--- src/rtl/led_pattern_gen_if.sv ---
// Control/status bundle between the game FSM (master) and the LED pattern engine (slave).
// With LED_PWM_EN defined the bundle also carries the 4-bit brightness duty.
interface led_pattern_gen_if #(
    parameter int LED_W   = 10,
    parameter int FLASH_W = 8
);
    logic               en;
    logic [2:0]         mode;
    logic [FLASH_W-1:0] flash_n;
`ifdef LED_PWM_EN
    logic [3:0]         duty;
`endif
    logic [LED_W-1:0]   ledr;
    logic               phase_tick;
    logic               done;

`ifdef LED_PWM_EN
    modport master (output en, mode, flash_n, duty, input ledr, phase_tick, done);
    modport slave  (input en, mode, flash_n, duty, output ledr, phase_tick, done);
`else
    modport master (output en, mode, flash_n, input ledr, phase_tick, done);
    modport slave  (input en, mode, flash_n, output ledr, phase_tick, done);
`endif
endinterface

--- src/rtl/led_pattern_gen.sv ---
// Multi-mode LED pattern engine: solid/off/blink/chase/bounce/counted flash from one prescaler.
// Optional macro LED_PWM_EN adds a 4-bit duty brightness gate after the pattern register.
module led_pattern_gen #(
    parameter int LED_W       = 10,
    parameter int HALF_PERIOD = 12500000,
    parameter int CNT_W       = 32,
    parameter int FLASH_W     = 8
) (
    input logic              clk,
    input logic              rst,
    led_pattern_gen_if.slave bus
);
    localparam int POS_W = (LED_W > 1) ? $clog2(LED_W) : 1;
    localparam logic [CNT_W-1:0] PRESC_MAX = CNT_W'(HALF_PERIOD - 1);
    localparam logic [POS_W-1:0] POS_LAST  = POS_W'(LED_W - 1);
    localparam logic [LED_W-1:0] ALL_ON    = {LED_W{1'b1}};
    localparam logic [LED_W-1:0] BIT0      = LED_W'(1);

    localparam logic [2:0] M_SOLID  = 3'd0;
    localparam logic [2:0] M_OFF    = 3'd1;
    localparam logic [2:0] M_BLINK  = 3'd2;
    localparam logic [2:0] M_CHASE  = 3'd3;
    localparam logic [2:0] M_BOUNCE = 3'd4;
    localparam logic [2:0] M_FLASH  = 3'd5;

    logic               init_q, init_d;
    logic [2:0]         mode_q, mode_d;
    logic [CNT_W-1:0]   presc_q, presc_d;
    logic [POS_W-1:0]   pos_q, pos_d;
    logic               dir_up_q, dir_up_d;
    logic [FLASH_W-1:0] fcnt_q, fcnt_d;
    logic [FLASH_W-1:0] flash_n_q, flash_n_d;
    logic               done_q, done_d;
    logic               tick_q, tick_d;
    logic [LED_W-1:0]   pat_q, pat_d;
    logic               restart, wrap;

    always_comb begin
        // init_q forces a restart on the first cycle out of reset, even if mode matches mode_q
        restart   = init_q || (bus.mode != mode_q);
        wrap      = bus.en && (presc_q == PRESC_MAX);
        init_d    = 1'b0;
        mode_d    = mode_q;
        presc_d   = presc_q;
        pos_d     = pos_q;
        dir_up_d  = dir_up_q;
        fcnt_d    = fcnt_q;
        flash_n_d = flash_n_q;
        done_d    = done_q;
        tick_d    = 1'b0;
        pat_d     = pat_q;

        if (restart) begin
            mode_d    = bus.mode;
            presc_d   = '0;
            pos_d     = '0;
            dir_up_d  = 1'b1;
            fcnt_d    = '0;
            flash_n_d = bus.flash_n;
            done_d    = 1'b0;
            case (bus.mode)
                M_SOLID:           pat_d = ALL_ON;
                M_CHASE, M_BOUNCE: pat_d = BIT0;
                M_FLASH: begin
                    pat_d  = (bus.flash_n == '0) ? ALL_ON : '0;
                    done_d = (bus.flash_n == '0);
                end
                default:           pat_d = '0;
            endcase
        end else if (bus.en) begin
            presc_d = wrap ? '0 : presc_q + CNT_W'(1);
            if (wrap && !done_q) begin
                tick_d = 1'b1;
                case (mode_q)
                    M_SOLID: pat_d = ALL_ON;
                    M_BLINK: pat_d = ~pat_q;
                    M_CHASE: begin
                        pos_d = (pos_q == POS_LAST) ? '0 : pos_q + POS_W'(1);
                        pat_d = BIT0 << pos_d;
                    end
                    M_BOUNCE: begin
                        // Reverse on arrival at an end so each end is shown for one phase only
                        if (LED_W > 1) begin
                            if (dir_up_q && pos_q == POS_LAST) begin
                                pos_d    = pos_q - POS_W'(1);
                                dir_up_d = 1'b0;
                            end else if (!dir_up_q && pos_q == '0) begin
                                pos_d    = POS_W'(1);
                                dir_up_d = 1'b1;
                            end else if (dir_up_q) begin
                                pos_d = pos_q + POS_W'(1);
                            end else begin
                                pos_d = pos_q - POS_W'(1);
                            end
                        end
                        pat_d = BIT0 << pos_d;
                    end
                    M_FLASH: begin
                        if (pat_q[0]) begin
                            if (fcnt_q + FLASH_W'(1) == flash_n_q) begin
                                done_d = 1'b1;
                            end else begin
                                fcnt_d = fcnt_q + FLASH_W'(1);
                                pat_d  = '0;
                            end
                        end else begin
                            pat_d = ALL_ON;
                        end
                    end
                    default: pat_d = '0;
                endcase
            end
        end
    end

    always_ff @(posedge clk) begin
        if (rst) begin
            init_q    <= 1'b1;
            mode_q    <= M_OFF;
            presc_q   <= '0;
            pos_q     <= '0;
            dir_up_q  <= 1'b1;
            fcnt_q    <= '0;
            flash_n_q <= '0;
            done_q    <= 1'b0;
            tick_q    <= 1'b0;
            pat_q     <= '0;
        end else begin
            init_q    <= init_d;
            mode_q    <= mode_d;
            presc_q   <= presc_d;
            pos_q     <= pos_d;
            dir_up_q  <= dir_up_d;
            fcnt_q    <= fcnt_d;
            flash_n_q <= flash_n_d;
            done_q    <= done_d;
            tick_q    <= tick_d;
            pat_q     <= pat_d;
        end
    end

`ifdef LED_PWM_EN
    logic [3:0]       pwm_q, pwm_d;
    logic [LED_W-1:0] ledr_q, ledr_d;

    // Gate with the next counter value so ledr keeps the same one-cycle latency as the pattern
    always_comb begin
        pwm_d  = pwm_q + 4'd1;
        ledr_d = (pwm_d <= bus.duty) ? pat_d : '0;
    end

    always_ff @(posedge clk) begin
        if (rst) begin
            pwm_q  <= '0;
            ledr_q <= '0;
        end else begin
            pwm_q  <= pwm_d;
            ledr_q <= ledr_d;
        end
    end

    assign bus.ledr = ledr_q;
`else
    assign bus.ledr = pat_q;
`endif
    assign bus.phase_tick = tick_q;
    assign bus.done       = done_q;
endmodule

--- src/flat_wrapper.sv ---
// flat-port wrapper written by rule: the top's interface ports become plain ports
module led_pattern_gen_flat 
#(
    parameter int LED_W       = 10,
    parameter int HALF_PERIOD = 12500000,
    parameter int CNT_W       = 32,
    parameter int FLASH_W     = 8
)
  (clk, rst, bus_en, bus_mode, bus_flash_n, bus_ledr, bus_phase_tick, bus_done);
  led_pattern_gen_if #(.LED_W(LED_W), .FLASH_W(FLASH_W)) bus_i ();
  input logic clk;
  input logic rst;
  input wire logic [$bits(bus_i.en)-1:0] bus_en;
  input wire logic [$bits(bus_i.mode)-1:0] bus_mode;
  input wire logic [$bits(bus_i.flash_n)-1:0] bus_flash_n;
  output wire logic [$bits(bus_i.ledr)-1:0] bus_ledr;
  output wire logic [$bits(bus_i.phase_tick)-1:0] bus_phase_tick;
  output wire logic [$bits(bus_i.done)-1:0] bus_done;
  assign bus_i.en = bus_en;
  assign bus_i.mode = bus_mode;
  assign bus_i.flash_n = bus_flash_n;
  assign bus_ledr = bus_i.ledr;
  assign bus_phase_tick = bus_i.phase_tick;
  assign bus_done = bus_i.done;
  led_pattern_gen #(.LED_W(LED_W), .HALF_PERIOD(HALF_PERIOD), .CNT_W(CNT_W), .FLASH_W(FLASH_W)) u_core (.clk(clk), .rst(rst), .bus(bus_i));
endmodule
--- config.mk ---
export PLATFORM = sky130hd
export DESIGN_NAME = led_pattern_gen_flat
export DESIGN_NICKNAME = d
export VERILOG_FILES = /design/src/rtl/led_pattern_gen_if.sv /design/src/rtl/led_pattern_gen.sv /design/src/flat_wrapper.sv
export SDC_FILE = /design/constraint.sdc
export NUM_CORES = 1
export LEC_CHECK = 0
export CAP_MARGIN = 20
export CORE_AREA = 2 2 79 119
export CTS_BUF_LIST = sky130_fd_sc_hd__clkbuf_8
export DETAILED_ROUTE_END_ITERATION = 12
export DIE_AREA = 0 0 81 121
export PLACE_DENSITY_LB_ADDON = 0.05
export SLEW_MARGIN = 20
export SYNTH_ARGS = -nofsm -noshare
export SYNTH_HDL_FRONTEND = slang
export SYNTH_SLANG_ARGS = --single-unit
--- constraint.sdc ---
create_clock -name clk -period 4.1 [get_ports clk]
set_clock_uncertainty 0.1 [all_clocks]
set_input_delay 0.615 -clock clk [delete_from_list [all_inputs] [get_ports clk]]
set_output_delay 0.615 -clock clk [all_outputs]
set_load 0.005 [all_outputs]
After elaboration in Yosys (flattened, before gate mapping). Index checks and enable logic that the tools add are counted. Widths: inputs -> output; s select.

$add $sub $neg: 4. Multiply operators: 0. Div/mod/pow operators: 0. Order comparisons: 0. Equal/unequal tests: 12. Shifts and indexed selects: 2. Muxes and demuxes: 29. Bitwise logic cells: 3. Reduce and logical (&&, ||, !) cells: 27.

Operators by type and width (number): $mux 10 (6); $pmux 10 s5 (1); $add 32x1->32 const B (1); $eq 32x24->1 const B (1); $mux 32 (1); $mux 4 (8); $pmux 10 s3 (1); $shl 1x4->10 const A (2); $reduce_bool 2->1 (7); $eq 3x3->1 const B (4); $mux 1 (11); $not 10->10 (1); $reduce_and 5->1 (2); $eq 3x2->1 const B (3); $add 8x1->8 const B (1); $eq 8x8->1 (1); $logic_not 8->1 (1); $pmux 4 s2 (1); $logic_not 3->1 (2); $reduce_and 3->1 (2); $add 4x1->4 const B (1); $eq 4x4->1 const B (1); $logic_and 1x1->1 (4); $logic_not 4->1 (1); 10 further kinds (13).

Register bits after elaboration: 69. Bits in latches: 0. RAM bits: 0. Bits in read-only memories: 0. Input bits: 14. Output and inout bits: 12. Word-level logic and storage cells: 88. Memories kept: 0.

Depth between registers and ports, before layout. Gate-level depths: netlist (run 1).

Depth in word-level cells: 13. Gate-level depth with buffers: 10. Gate-level depth less buffers: 8.

Worst setup path after synthesis (run 1). No wires, ideal clock.

Path kind: input to register. From: input port bus_en. To: register u_core.pat_q[2], in the netlist u_core.bus.ledr[2]. Setup time: 0.095 ns. Arrival: 2.123 ns. Required time: 3.905 ns. Setup slack: 1.782 ns. Stages: 7. Buffers on the path: 1. Path through: buf_2 -> and4_1 -> nand4_1 -> or3_1 -> o21ai_0 -> o21ai_1 -> a221oi_1.

Cells in the longest elaborated chain, start to end: 4. Elaborated cells on any way between the ends: 5. Those cells by class: reduce/logical: 5.

RTL lines: start: declaration (RTL line flat_wrapper.sv:13) `input wire logic [$bits(bus_i.en)-1:0] bus_en;`; $logic_and 1x1->1 (RTL line led_pattern_gen.sv:41) `wrap = bus.en && (presc_q == PRESC_MAX);`; $logic_and 1x1->1 (RTL line led_pattern_gen.sv:72) `if (wrap && !done_q) begin`; $reduce_bool 2->1 (no line); $reduce_and 3->1 (no line) *; end signal: assignment (RTL line led_pattern_gen.sv:138) `pat_q <= pat_d;`; end: declaration (RTL line led_pattern_gen.sv:35) `logic [LED_W-1:0] pat_q, pat_d;`.

Every way passes the cells marked *; elsewhere a longest branch is shown, timed or not. A chain may end at the register's enable or synchronous reset.

Worst setup path after layout (run 1). Ends and elaborated chain as after synthesis.

==> out/results.tsv, run 1 <==
stage	metric	value	unit
cts	clk_pin_slew	70	ps
floorplanning	io_pins	26	
sta	post-route-period-util	0.6907	
yosys	netlist_top_cells_area	dfxtp_1 34%, nor2_1 5.3%, a21oi_1 5.0%, xor2_1 3.4%, nand2_1 3.1%	
setup_path	path_depth	7	
cells_and_area	post_route_cells_drive_above_1_share	0.08571	
yosys	postSynth.topFlopCell	dfxtp_1	
outcome	outcome	completed	
grt	first_global_vias	3543	
setup_path	rr_endpoint	u_core.bus.ledr[2]	
cts	tritoncts	built	
setup_path	crit_path_top_delay_cell	clkdlybuf4s50_1	
setup_path	regToRegStartpoint	u_core.fcnt_q[0]	
job	maxCapViolations	0	
setup_path	timing.critical_path.arrival	2970	ps
sta	rsz_0062_raised_after_global_routing	no	
cells_and_area	most-common-layout-cells	69 x dfxtp_1, 58 x nor2_1, 41 x a21oi_1	
yosys	ys_warn_count	0	
cells_and_area	mostFrequentLayoutCell	dfxtp_1	
placement	gpl.final_weighted_congestion	0.9525	
floorplanning	floorplan.core_area	8723	um^2
setup_path	rr_worst_depth	7	
setup_path	crit_path_max_incr_delay	620	ps
yosys	yosys.area.top_type	dfxtp_1	
setup_path	criticalPathCategory	input pin to flip-flop	
sta	worst_slew_pin_slew	808.4	ps
drt	postRouteAntennaNets	0	
drt	drt-vias-per-instance	6.019	
cts	post_cts.repair.setup_buffers	0	
floorplanning	chipWidth	81	um
setup_path	critPathCaptureType	flip-flop	
grt	grt-ovfl-total	0	
sta	slew_viol_final	0	
cts	cts_max_path_buffers	2	
cts	quantity_of_gates_resized_following_cts	0	
floorplanning	initial_core_utilization	0.4725	
setup_path	critical_path_peak_fanout	10	
sta	hold_violations	0	
sta	final_period_minus_worst_setup_slack	2832	ps
drt	first_pass_iters	5	
yosys	synthesized_netlist_cell_count	508	
yosys	synth_cell_type_count	64	
power	ir_drop	0.0001484	V
placement	detailedPlacementHpwl	7.620	mm
min_path	worst_hold_path_type	flip-flop to flip-flop	
grt	grt_pass1_wl	17.03	mm
power	p_leak	0.001425	uW
grt	pin_count_of_the_biggest_net_entering_global_routing	31	
sta	relSlewSlack	0.4554	
cts	clk_latency	350	ps
floorplanning	area_of_the_die	9801	um^2
setup_path	cpLargestDelayFamily	simple AND/OR/NAND/NOR gates	
sta	fmax	353.1	MHz
power	power_per_cell_area	284.6	nW/um^2
drt	postRouteWirelength	10.38	mm
floorplanning	rows	42	
placement	port_buffers	25	
setup_path	worst_ep_required_time	4240	ps
setup_path	critPathCapture	u_core.bus.ledr[2]	
cts	ctsHtreeMaxLevel	3	
setup_path	worst_setup_path_start_kind	input pin	
yosys	synth_nets	528	
yosys	yosys.area.top_type_share	0.3352	
power	totalPowerFinal	1304	uW
cts	cts.sink_count	69	
drt	drt_drc_violations_left	0	
drt	detail_route.wl_per_cell	16.34	um
drt	detailedRoute.firstIterationViolations	209	
yosys	synth-async-reset-ratio	0	
cells_and_area	area_delta_synth_final	11.14	%
drt	routed-via-count	3822	
setup_path	r2r_slack	1350	ps
grt	grt_use_total	0.2230	
yosys	yosys_register_bits	69	
floorplanning	die_height	121	um
yosys	syn_area_per_cell	8.113	um^2
cells_and_area	n_antenna_cell	0	
yosys	number_of_enable_flip_flop_cells_after_synthesis	0	
cts	holdBufCountCts	0	
setup_path	worst_setup_path_startpoint	bus_en	
cts	cts-root-buf	clkbuf_8	
yosys	synth_sequential_area_ratio	0.3352	
setup_path	crit_chain	clkdlybuf4s50_1 > and4_1 > nand4_1 > or3_1 > o21ai_0 > o21ai_1 > a221oi_1	
setup_path	critical_path_buf_inv_count	1	
yosys	synth.cell_area	4121	um^2
sta	setup_viol_count_final	0	
cts	cts-buffers-inserted	9	
sta	timing.setup.tns	0	ps
cells_and_area	fin_nets	542	
grt	grt_antenna_before_repair	0	
stage by stage:
step	util	cells	setup slack, ps	hold WS [ps]	area (um^2)
6_report	0.5251	635	1268	392.0	4581
5_1_grt	0.5251	635	1116	428.0	4581
4_1_cts	0.5251	635	1278	399.5	4581
3_5_place_dp	0.5062	621	920.1	384.9	4415
3_3_place_gp	0.5062	621	997.6	368.0	4415
2_1_floorplan	-	508	1782	354.0	4121
cell type report:
class                      instances  area [um^2]
timing repair buffer              32        302.8
clock inverter                     3        13.76
clock buffer                      11        151.4
tap                              110        137.6
sequential                        69         1381
inverter                          17        63.81
fill                             878         4143
multi-input combinational        393         2530
registers in the layout, summed over array words and instances, names as in the netlist:
register,cells
u_core.init_q,1
u_core.fcnt_q,8
u_core.bus.phase_tick,1
u_core.bus.ledr,10
u_core.bus.done,1
u_core.flash_n_q,8
u_core.mode_q,3
u_core.presc_q,32
u_core.pos_q,4
u_core.dir_up_q,1
worst min-delay path: stages (launching register included):
cell and delay [ps]:
dfxtp_1 320, o21ai_0 70, a21oi_1 60
report_power, final:
part	internal, uW	switching, uW	total [uW]
sequential	683	14.3	698
clock	242	246	488
combinational	54.7	63.3	118
total	980	324	1300
cells in the mapped netlist (6+ instances only):
cell and number:
clkbuf_1 13, and4_1 7, nand2_1 34, buf_2 12, a31oi_1 7, nand4_1 13
o311ai_1 6, a21oi_1 41, nor3_1 10, nor2_1 58, and3_1 9, xnor2_1 13
xor2_1 16, or3_1 20, nor2b_1 10, dfxtp_1 69, ha_1 6, mux2i_1 10
o21ai_0 16, nand3_1 25, inv_1 17
cell families (layout without fill, tap and decap cells):
| logic type | count (synthesis) | after routing | synth area share |
|---|---|---|---|
| AO/OA/AOI/OAI | 111 | 111 | 0.1746 |
| buffers and inverters | 46 | 63 | 0.05100 |
| XOR/XNOR | 30 | 30 | 0.06709 |
| adder cells (fa/ha/maj) | 6 | 6 | 0.01821 |
| flip-flops | 69 | 69 | 0.3352 |
| multiplexers | 10 | 10 | 0.02429 |
| AND/OR/NAND/NOR | 236 | 236 | 0.3297 |
worst min path at each step:
stage,start,end,slack (ps),cells after the start
global route,u_core.presc_q[20],u_core.presc_q[20],430,2
floorplan,u_core.presc_q[21],u_core.presc_q[21],350,2
global placement,u_core.presc_q[21],u_core.presc_q[21],370,2
detailed placement,u_core.bus.ledr[7],u_core.bus.ledr[7],380,2
CTS,u_core.fcnt_q[7],u_core.fcnt_q[7],400,2
finish,u_core.presc_q[21],u_core.presc_q[21],390,2
metal layers:
layer | GRT usage | wire length, um
met2 | 0.4008 | 5537
met5 | 0 | 0
met1 | 0.2495 | 4162
met4 | 0.09640 | 255
met3 | 0.04167 | 424
No activity file was read; power rests on OpenSTA's default activity.
==> run 2, diff against run 1 <==
- clock period: 4.1 -> 2.8 ns (I/O delays scaled with it)
==> run 2 against run 1 <==
  * Design area is 3.2% higher
  * Utilization up 1.7 points
  * Wire length is 2.6% lower
  * Global-route usage up 0.13 points
  * Flip-flop and latch count unchanged
  * Critical path depth up 1
  * Via count up 0.52%
  * Critical path type is now flip-flop to flip-flop
  * Critical endpoint is now u_core.bus.ledr[5]
==> out/results.tsv, run 2 (synthesis gave the netlist of run 1 again) <==
stage	metric	value	unit
outcome	outcome	completed	
cells_and_area	post_route_cells_drive_above_1_share	0.1162	
setup_path	criticalPathCategory	flip-flop to flip-flop	
job	maxCapViolations	0	
grt	first_global_vias	3705	
setup_path	crit_path_max_incr_delay	380	ps
drt	postRouteWirelength	10.11	mm
floorplanning	rows	42	
floorplanning	floorplan.core_area	8723	um^2
sta	post-route-period-util	0.8975	
cells_and_area	largest_register_ff_count	32	
min_path	worst_hold_path_type	flip-flop to flip-flop	
setup_path	timing.critical_path.arrival	2650	ps
floorplanning	chipWidth	81	um
placement	detailedPlacementHpwl	7.623	mm
sta	hold_ws	402.8	ps
power	totalPowerFinal	1917	uW
cells_and_area	mostFrequentLayoutCell	dfxtp_1	
cells_and_area	num-fill-cells	862	
sta	slew_viol_final	0	
drt	drt_drc_violations_left	0	
cts	holdBufCountCts	0	
sta	hold_violations	0	
floorplanning	die_height	121	um
setup_path	crit_chain	inv_1 > ha_1 > nor3b_1 > and3b_1 > o311ai_1 > o21ai_0 > a32oi_1 > a21oi_1	
power	p_leak	0.001508	uW
placement	dpl-instance-area	4561	um^2
cells_and_area	area_delta_synth_final	14.66	%
power	power.switching	492.1	uW
sta	timing.setup.tns	0	ps
cts	clk_latency	350	ps
cts	quantity_of_gates_resized_following_cts	0	
floorplanning	io_pins	26	
placement	placement_stage_worst_setup_slack	148.2	ps
drt	drt-vias-per-instance	5.893	
drt	postRouteAntennaNets	0	
power	share_comb_of_total_power	0.096	
setup_path	crit_path_top_delay_cell	o21ai_0	
setup_path	critical_path_peak_fanout	7	
cells_and_area	fin_nets	558	
cts	cts-root-buf	clkbuf_8	
sta	fmax	398.0	MHz
cts	cts.sink_count	69	
power	sw_frac_of_total	0.2567	
setup_path	critPathCaptureType	flip-flop	
cts	cts-buffers-inserted	9	
floorplanning	initial_core_utilization	0.4725	
cells_and_area	final_area	4726	um^2
sta	finalWorstSetupSlack	287.1	ps
cells_and_area	most-common-layout-cells	69 x dfxtp_1, 58 x nor2_1, 41 x a21oi_1	
setup_path	worst_ep_required_time	2930	ps
floorplanning	area_of_the_die	9801	um^2
power	power_per_cell_area	405.6	nW/um^2
cts	post_cts.repair.setup_buffers	0	
sta	worst_slew_pin_slew	758.1	ps
cells_and_area	multi_input_comb_area	2530	um^2
cts	ctsHtreeMaxLevel	3	
sta	setup_viol_count_final	0	
setup_path	critical_path_buf_inv_count	1	
drt	detail_route.wl_per_cell	15.51	um
grt	pin_count_of_the_biggest_net_entering_global_routing	31	
grt	grt_antenna_before_repair	0	
sta	rsz_0062_raised_after_global_routing	no	
cells_and_area	ff_latch_area	1381	um^2
cells_and_area	n_antenna_cell	0	
cells_and_area	registers.top_by_ff_count	u_core.presc_q	
cts	clk_pin_slew	70	ps
grt	grt-ovfl-total	0	
power	ir_drop	0.0002338	V
drt	detailedRoute.firstIterationViolations	142	
setup_path	worst_setup_path_start_kind	flip-flop	
cts	cts_max_path_buffers	2	
power	internal-power	1425	uW
drt	routed-via-count	3842	
sta	relSlewSlack	0.4893	
sta	final_period_minus_worst_setup_slack	2513	ps
power	p_clk_frac	0.371	
grt	grt_use_total	0.2243	
setup_path	cpLargestDelayFamily	compound AO/OA/AOI/OAI gates	
cts	tritoncts	built	
placement	gpl.final_weighted_congestion	0.9351	
power	seqPwrFrac	0.533	
grt	grt_pass1_wl	17.30	mm
placement	port_buffers	25	
drt	first_pass_iters	4	
-- run 2: cell count changes in the layout (fill, tap and decap cells not counted), sizes merged --
cell      change
buf          +16
clkbuf        -1
clkinv        +2
clkinvlp      +1
inv           -1
-- run 2: per-layer routing --
metal | global-route usage | wire length, um | share of wire
met5 | 0 | 0 | 0
met4 | 0.1133 | 354 | 0.035
met1 | 0.2708 | 4438 | 0.44
met3 | 0.03348 | 240 | 0.024
met2 | 0.3791 | 5077 | 0.50
-- run 2: path summary, 6_finish.rpt --
check        depth (start not counted)                from                 end  slack [ps]
min                                  2  u_core.presc_q[21]  u_core.presc_q[21]         400
max reg2reg                          8     u_core.pos_q[0]  u_core.bus.ledr[5]         290
min reg2reg                          2  u_core.presc_q[21]  u_core.presc_q[21]         400
max                                  8     u_core.pos_q[0]  u_core.bus.ledr[5]         290
-- run 2: tightest hold or removal path: stages (launching register included) --
cell and delay (ps):
dfxtp_1 320, o21ai_0 70, a21oi_1 60
-- run 2: final cells by class --
| type | instances | share of cell area |
|---|---|---|
| Tap cell | 110 | 0.02912 |
| Clock inverter | 5 | 0.005825 |
| Clock buffer | 10 | 0.02912 |
| Multi-Input combinational cell | 393 | 0.5353 |
| Sequential cell | 69 | 0.2923 |
| Inverter | 17 | 0.01350 |
| Timing Repair Buffer | 48 | 0.09478 |
-- run 2: power by group through the flow --
stage / registers [uW] / clock network (uW) / logic, uW
5_1_grt: 1020 / 775 / 203
3_5_place_dp: 1040 / 0 / 184
3_3_place_gp: 1040 / 0 / 182
2_1_floorplan: 1040 / 0 / 109
4_1_cts: 1020 / 737 / 185
6_report: 1020 / 711 / 184
-- run 2: metrics by stage --
step             util  std cells
3_5_place_dp   0.5228        637
3_3_place_gp   0.5228        637
6_report       0.5417        652
2_1_floorplan       -        508
5_1_grt        0.5417        652
4_1_cts        0.5417        652
==> run 3, diff against run 2 <==
- CAP_MARGIN: 20 -> unset
==> results of run 3 <==
No change in the layout: final DEF, timing and power equal those of run 2.
